==> src/rtl/timer_int_ctrl.sv <==
// timer_int_ctrl: compare-and-interrupt stage of the 64-bit timer.
// Two-stage equality pipeline, rising-edge match detect, sticky W1C status
// and masked interrupt output.
// Optional build macro TIM_INT_OVF_EN adds a saturating missed-event counter
// and the int_ovf output.
module timer_int_ctrl #(
    parameter int unsigned HALF_W  = 32,
    parameter int unsigned CLR_BIT = 0
) (
    input  logic                sys_clk,
    input  logic                sys_rst_n,
    input  logic [2*HALF_W-1:0] cnt,
    input  logic [2*HALF_W-1:0] tcmp,
    input  logic                int_en,
    input  logic                tisr_wr_sel,
    input  logic [31:0]         wdata,
    input  logic [3:0]          pstrb,
`ifdef TIM_INT_OVF_EN
    output logic                int_ovf,
`endif
    output logic                int_st,
    output logic                tim_int
);

    localparam int unsigned CMP_W    = 2 * HALF_W;
    localparam int unsigned STRB_IDX = CLR_BIT / 8;

    logic eq_lo_q, eq_lo_d;
    logic eq_hi_q, eq_hi_d;
    logic match_q, match_c;
    logic rise_c;
    logic clr_c;
    logic int_st_q, int_st_d;

    // Only the status bit and its byte strobe matter; the rest is ignored.
    logic unused_wbits;
    assign unused_wbits = ^{wdata, pstrb};

    // Next-state: per-half equality, match edge, W1C clear, set-over-clear status.
    always_comb begin
        eq_lo_d  = 1'b0;
        eq_hi_d  = 1'b0;
        match_c  = 1'b0;
        rise_c   = 1'b0;
        clr_c    = 1'b0;
        int_st_d = int_st_q;

        eq_lo_d  = (cnt[HALF_W-1:0] == tcmp[HALF_W-1:0]);
        eq_hi_d  = (cnt[CMP_W-1:HALF_W] == tcmp[CMP_W-1:HALF_W]);
        match_c  = eq_lo_q & eq_hi_q;
        rise_c   = match_c & ~match_q;
        clr_c    = tisr_wr_sel & pstrb[STRB_IDX] & wdata[CLR_BIT];

        if (rise_c) begin
            int_st_d = 1'b1;
        end else if (clr_c) begin
            int_st_d = 1'b0;
        end
    end

    // Pipeline and status registers; match history presets to 1 so a match
    // already present at reset release is not reported.
    always_ff @(posedge sys_clk or negedge sys_rst_n) begin
        if (!sys_rst_n) begin
            eq_lo_q  <= 1'b1;
            eq_hi_q  <= 1'b1;
            match_q  <= 1'b1;
            int_st_q <= 1'b0;
        end else begin
            eq_lo_q  <= eq_lo_d;
            eq_hi_q  <= eq_hi_d;
            match_q  <= match_c;
            int_st_q <= int_st_d;
        end
    end

    assign int_st  = int_st_q;
    assign tim_int = int_st_q & int_en;

`ifdef TIM_INT_OVF_EN
    localparam int unsigned MISS_W = 4;
    localparam logic [MISS_W-1:0] MISS_MAX = MISS_W'(15);

    logic [MISS_W-1:0] miss_cnt_q, miss_cnt_d;
    logic              int_ovf_q, int_ovf_d;

    // Count rises that arrive while status is still pending; a clear wins here
    // because a same-cycle rise is absorbed by the set, not missed.
    always_comb begin
        miss_cnt_d = miss_cnt_q;
        int_ovf_d  = 1'b0;

        if (clr_c) begin
            miss_cnt_d = '0;
        end else if (rise_c && int_st_q && (miss_cnt_q != MISS_MAX)) begin
            miss_cnt_d = miss_cnt_q + MISS_W'(1);
        end
        int_ovf_d = (miss_cnt_d != '0);
    end

    // Missed-event counter and overflow flag registers.
    always_ff @(posedge sys_clk or negedge sys_rst_n) begin
        if (!sys_rst_n) begin
            miss_cnt_q <= '0;
            int_ovf_q  <= 1'b0;
        end else begin
            miss_cnt_q <= miss_cnt_d;
            int_ovf_q  <= int_ovf_d;
        end
    end

    assign int_ovf = int_ovf_q;
`endif

endmodule

==> config.mk <==
export PLATFORM = sky130hd
export DESIGN_NAME = timer_int_ctrl
export DESIGN_NICKNAME = d
export VERILOG_FILES = /design/src/rtl/timer_int_ctrl.sv
export SDC_FILE = /design/constraint.sdc
export NUM_CORES = 1
export LEC_CHECK = 0
export CAP_MARGIN = 0
export CORE_AREA = 2 2 66 68
export DETAILED_ROUTE_END_ITERATION = 10
export DIE_AREA = 0 0 68 70
export DONT_BUFFER_PORTS = 1
export GPL_ROUTABILITY_DRIVEN = 0
export HOLD_SLACK_MARGIN = 0.08
export PLACE_DENSITY = 0.39
export SLEW_MARGIN = 20
export SYNTH_ARGS = -nofsm -noshare
export SYNTH_HDL_FRONTEND = slang
export SYNTH_SLANG_ARGS = --single-unit
==> constraint.sdc <==
create_clock -name sys_clk -period 1 [get_ports sys_clk]
set_input_delay 0.15 -clock sys_clk [delete_from_list [all_inputs] [get_ports sys_clk]]
set_output_delay 0.15 -clock sys_clk [all_outputs]
set_load 0.05 [all_outputs]
# [After elaboration in Yosys (flattened, before gate mapping)]
# Cells that the tools add are included.
[classes] muxes=2 n_reduce_logical=1 n_eq_ne=2 bitwise=6
[ops] op="$eq A32 B32 Y1" n=2
[ops] op="$and A1 B1 Y1" n=5
[ops] op="$mux W1" n=2
[ops] op="$reduce_bool A2 Y1" n=1
[ops] op="$not A1 Y1" n=1
[totals] wordCells=15 regBits=4

# [Depth between registers and ports, before layout]
[depth] ltp_word=4 depth_mapped=4 ltp_nobuf=4

# [Worst setup path after synthesis]
# No wires, ideal clock.
[synth_timing] path_type="register to output" start="register int_st_q, in the netlist int_st" end="output tim_int" setup_slack_ns=-0.267 n_path_buf=0 stages_incl_launch_ff=2 arrival_ns=1.117 t_required_ns=0.850 cell_sequence="dfrtp_1 > and2_1"
[synth_between] elab_chain_cells=1
[synth_rtl] element="from (decl)" line="33" text="logic int_st_q, int_st_d;"
[synth_rtl] element="from (signal assigned)" line="73" text="int_st_q <= int_st_d;"
[synth_rtl] element="$and A1 B1 Y1" line="78" text="assign tim_int = int_st_q & int_en;"
[synth_rtl] element="to (decl)" line="22" text="output logic tim_int"
# Every way passes these cells.

# [Worst setup path in the final report]
# Same ends and word-level chain as after synthesis.

==> run summary <==
The number of clock buffers added by TritonCTS is 3. The first global-routing pass estimated 3.05 mm of wire. The tools report the leakage power as 0.377 nW.

The path class of the tightest hold or removal check is primary input to flop. The cell at the root of the clock tree is sky130_fd_sc_hd__clkbuf_8. The detailed router placed 742 vias in this run. For this block, the initial DRC count from the detailed router was 3.

Once the clock tree was built, the setup fixing pass inserted 0 buffers. The number of antenna violations at the first check in global routing was 0; the simple logic cell fraction of the synthesized area was 18.4%. The HPWL reported at the end of detailed placement is 2.11 mm.

The mean number of vias per cell was 4.82; the number of resized instances in the post-cts repair step was 0. Summing the sequential cell areas from Yosys gives 12.6% of the chip area. Counting every net in the synthesized netlist gives 264. 170 I/O pins were placed.

In this run the worst path has a maximum fanout of 3. The later pin in the worst-skew pair is clocked with a latency of 0.21 ns. The run gives 0.00414 ns as the setup skew after layout.

Entering global routing, the biggest net connects 5 pins. The final count of pins violating max slew is 0. For this run, the top clock speed supported by timing is 1.04 GHz.

The critical path goes through and2_4. Once detail routing completed, the nets flagged for antenna violations numbered 0. The clock period could shrink to 0.962 ns. The run gives 4 as the number of clock sinks. In this run the core area contains 24 standard-cell rows. For the final number of hold-violating endpoints, the log shows 0.

Synthesis produced 96 cells. The maximum level of the CTS H-tree was 1. The synthesized area divided by synthesized cell count was 8.59 um2.

The maximum clock path buffer count came out at 2. The stage delay of the slowest cell on the critical path was 0.40 ns; the area inside the core boundary was 0.00414 mm2. In this run the tightest slew margin relative to its limit is 80.1%.

Summing the areas of all fa, ha and maj instances in the mapped netlist gives 0% of the synthesized area. For this run, the number of Yosys warnings is 0. In the final layout, the share of cells above drive strength 1 is 8.82%. For the pin with the worst max-slew slack, the measured transition is 0.296 ns. The arrival time at the worst endpoint is 0.81 ns, and the area of the mapped netlist is 825 um2. The total overflow left after global routing is 0. The die covers 0.00476 mm2. For this design the ratio of total power to cell area is 760 mW/mm2. The maximum vdd drop was 333 uV; the parity-gate share of the synthesized area counting xor and xnor cells was 68.0%. In this run, synthesis produced a sequential element count of 4.

The tools report the length of the first detailed-routing pass in iterations as 4. The tools report the number of nets in the final layout as 271. After detailed routing, the average wire length per cell comes to 14.4 um.

Setup total negative slack on the finished layout was measured at 0 ns. On the critical path, the stage with the largest delay is an instance of sky130_fd_sc_hd__dfrtp_2. Measured along the y axis, the die boundary spans 70 um. The overall die width works out to 68 um. Setup repair after global routing left no endpoint under its margin. Final standard cell utilization of the core: 23.1%. The run gives 804 as the via count of the first global-routing pass. After clock tree synthesis, the clock-pin slew on the worst setup and hold paths is 0.03 ns. The setup check on the worst reg-to-reg path leaves a slack of 0.21 ns. Dividing the final minimum period by the clock period gives 96.2%.

The antenna cell count is 0. The number of failing setup endpoints in the final timing report was 0. In the global route stage, overall resource usage came out at 8.37%. STA puts the critical path data required time at 0.85 ns. Yosys mapped the design onto 11 distinct sky130hd cell types. After synthesis, the share of cell area in mux cells is 0%. Among cell families on the critical path, the largest total delay comes from flip-flops. The launching element type of the critical path was a flop. The tool flagged a number of max-cap violations equal to 0. For this run, design rule violations remaining after detail routing come to 0. The area growth from synthesis to layout is 15.9%. The flow ran to the end, and the final reports show no timing, DRC or antenna violations. The element type at the critical path end was a primary output.

During placement, the flow inserted port buffers numbering 0. The compound-cell area share of the yosys netlist works out to 0.607%. TritonCTS built the clock tree.

The critical path contains buffers and inverters numbering 0 combined. The routed wire length came out at 2.22 mm. Critical path class: flop to primary output. The initial utilization of the core area, before any placement, comes to 19.9%.

By area, the combinational part of the netlist is dominated by XOR/XNOR gates.
## state kept, by name (all words and copies together), names as in the netlist
| name | flops |
|---|---|
| eq_hi_q | 1 |
| eq_lo_q | 1 |
| match_q | 1 |
| int_st | 1 |
## path summary, 6_finish.rpt
check                          start  endpoint  cells past startpoint
min reg2reg                  eq_hi_q   match_q                      2
max in group asynchronous  sys_rst_n   eq_lo_q                      1
min in group asynchronous  sys_rst_n    int_st                      1
max                           int_st   tim_int                      1
max reg2reg                  eq_lo_q    int_st                      2
min                         pstrb[0]    int_st                      3
## cell families after synthesis
| family | count (synthesis) |
|---|---|
| AO/OA/AOI/OAI | 1 |
| XOR/XNOR | 64 |
| buffers and inverters | 1 |
| flip-flops | 4 |
| AND/OR/NAND/NOR | 26 |
## cell usage after synthesis
library cell,instances,area (um2)
sky130_fd_sc_hd__and2_1,1,6.26
sky130_fd_sc_hd__dfrtp_1,1,25.0
sky130_fd_sc_hd__dfstp_2,3,78.8
sky130_fd_sc_hd__inv_1,1,3.75
sky130_fd_sc_hd__nand2_1,2,7.51
sky130_fd_sc_hd__nand3_1,1,5.00
sky130_fd_sc_hd__nand4_1,4,25.0
sky130_fd_sc_hd__nor2_1,2,7.51
sky130_fd_sc_hd__nor4_1,16,100
sky130_fd_sc_hd__o21ai_0,1,5.00
sky130_fd_sc_hd__xor2_1,64,561
## cell usage in the layout (no fill, tap or decap), types with 2 or more instances in the layout
master                     count
sky130_fd_sc_hd__nor4_1       16
sky130_fd_sc_hd__clkbuf_8      3
sky130_fd_sc_hd__nand2_1       2
sky130_fd_sc_hd__nand4_1       4
sky130_fd_sc_hd__xor2_1       64
sky130_fd_sc_hd__nor2_1        2
sky130_fd_sc_hd__dfstp_2       3
## worst register-to-register path: stages, from the launching register on
cell                      delay, ns
sky130_fd_sc_hd__dfstp_2       0.50
sky130_fd_sc_hd__nand2_1       0.06
sky130_fd_sc_hd__o21ai_0       0.14
## layer usage
| layer | track usage, % | vias up | share of wire, % |
|---|---|---|---|
| met5 | 0 | - | 0 |
| met4 | 2.00 | 0 | 0.45 |
| met3 | 0.644 | 2 | 14 |
| met2 | 19.5 | 90 | 59 |
| met1 | 6.40 | 310 | 27 |
| li1 | - | 340 | - |
## report_power, final
| part | internal (mW) | switching (mW) |
|---|---|---|
| sequential | 0.164 | 0.0000951 |
| clock | 0.272 | 0.0791 |
| combinational | 0.126 | 0.0856 |
## cell type report
class,instances,area [um2]
timing repair buffer,2,17.5
inverter,1,3.75
tap,52,65.1
fill,446,3190
sequential,4,105
clock buffer,4,45.0
multi-input combinational,91,719
## through the flow
step,instances,total power [mW],cell area (um2),setup WS [ns],hold WS [ns]
2_1_floorplan,96,0.348,828,0.0606,-0.146
3_3_place_gp,149,0.365,901,-0.0434,-0.146
3_5_place_dp,149,0.374,901,-0.0395,-0.146
4_1_cts,154,0.737,956,0.0155,0.134
5_1_grt,154,0.789,956,0.0157,0.145
6_report,154,0.727,956,0.0378,0.131
## what timing repair did
action | in CTS | in global routing
endpoints found under the hold margin | 4 | 0
hold buffers | 1 | 0
setup endpoints to repair | 0 | 1
Note: power is estimated with default switching activity, not from simulation.
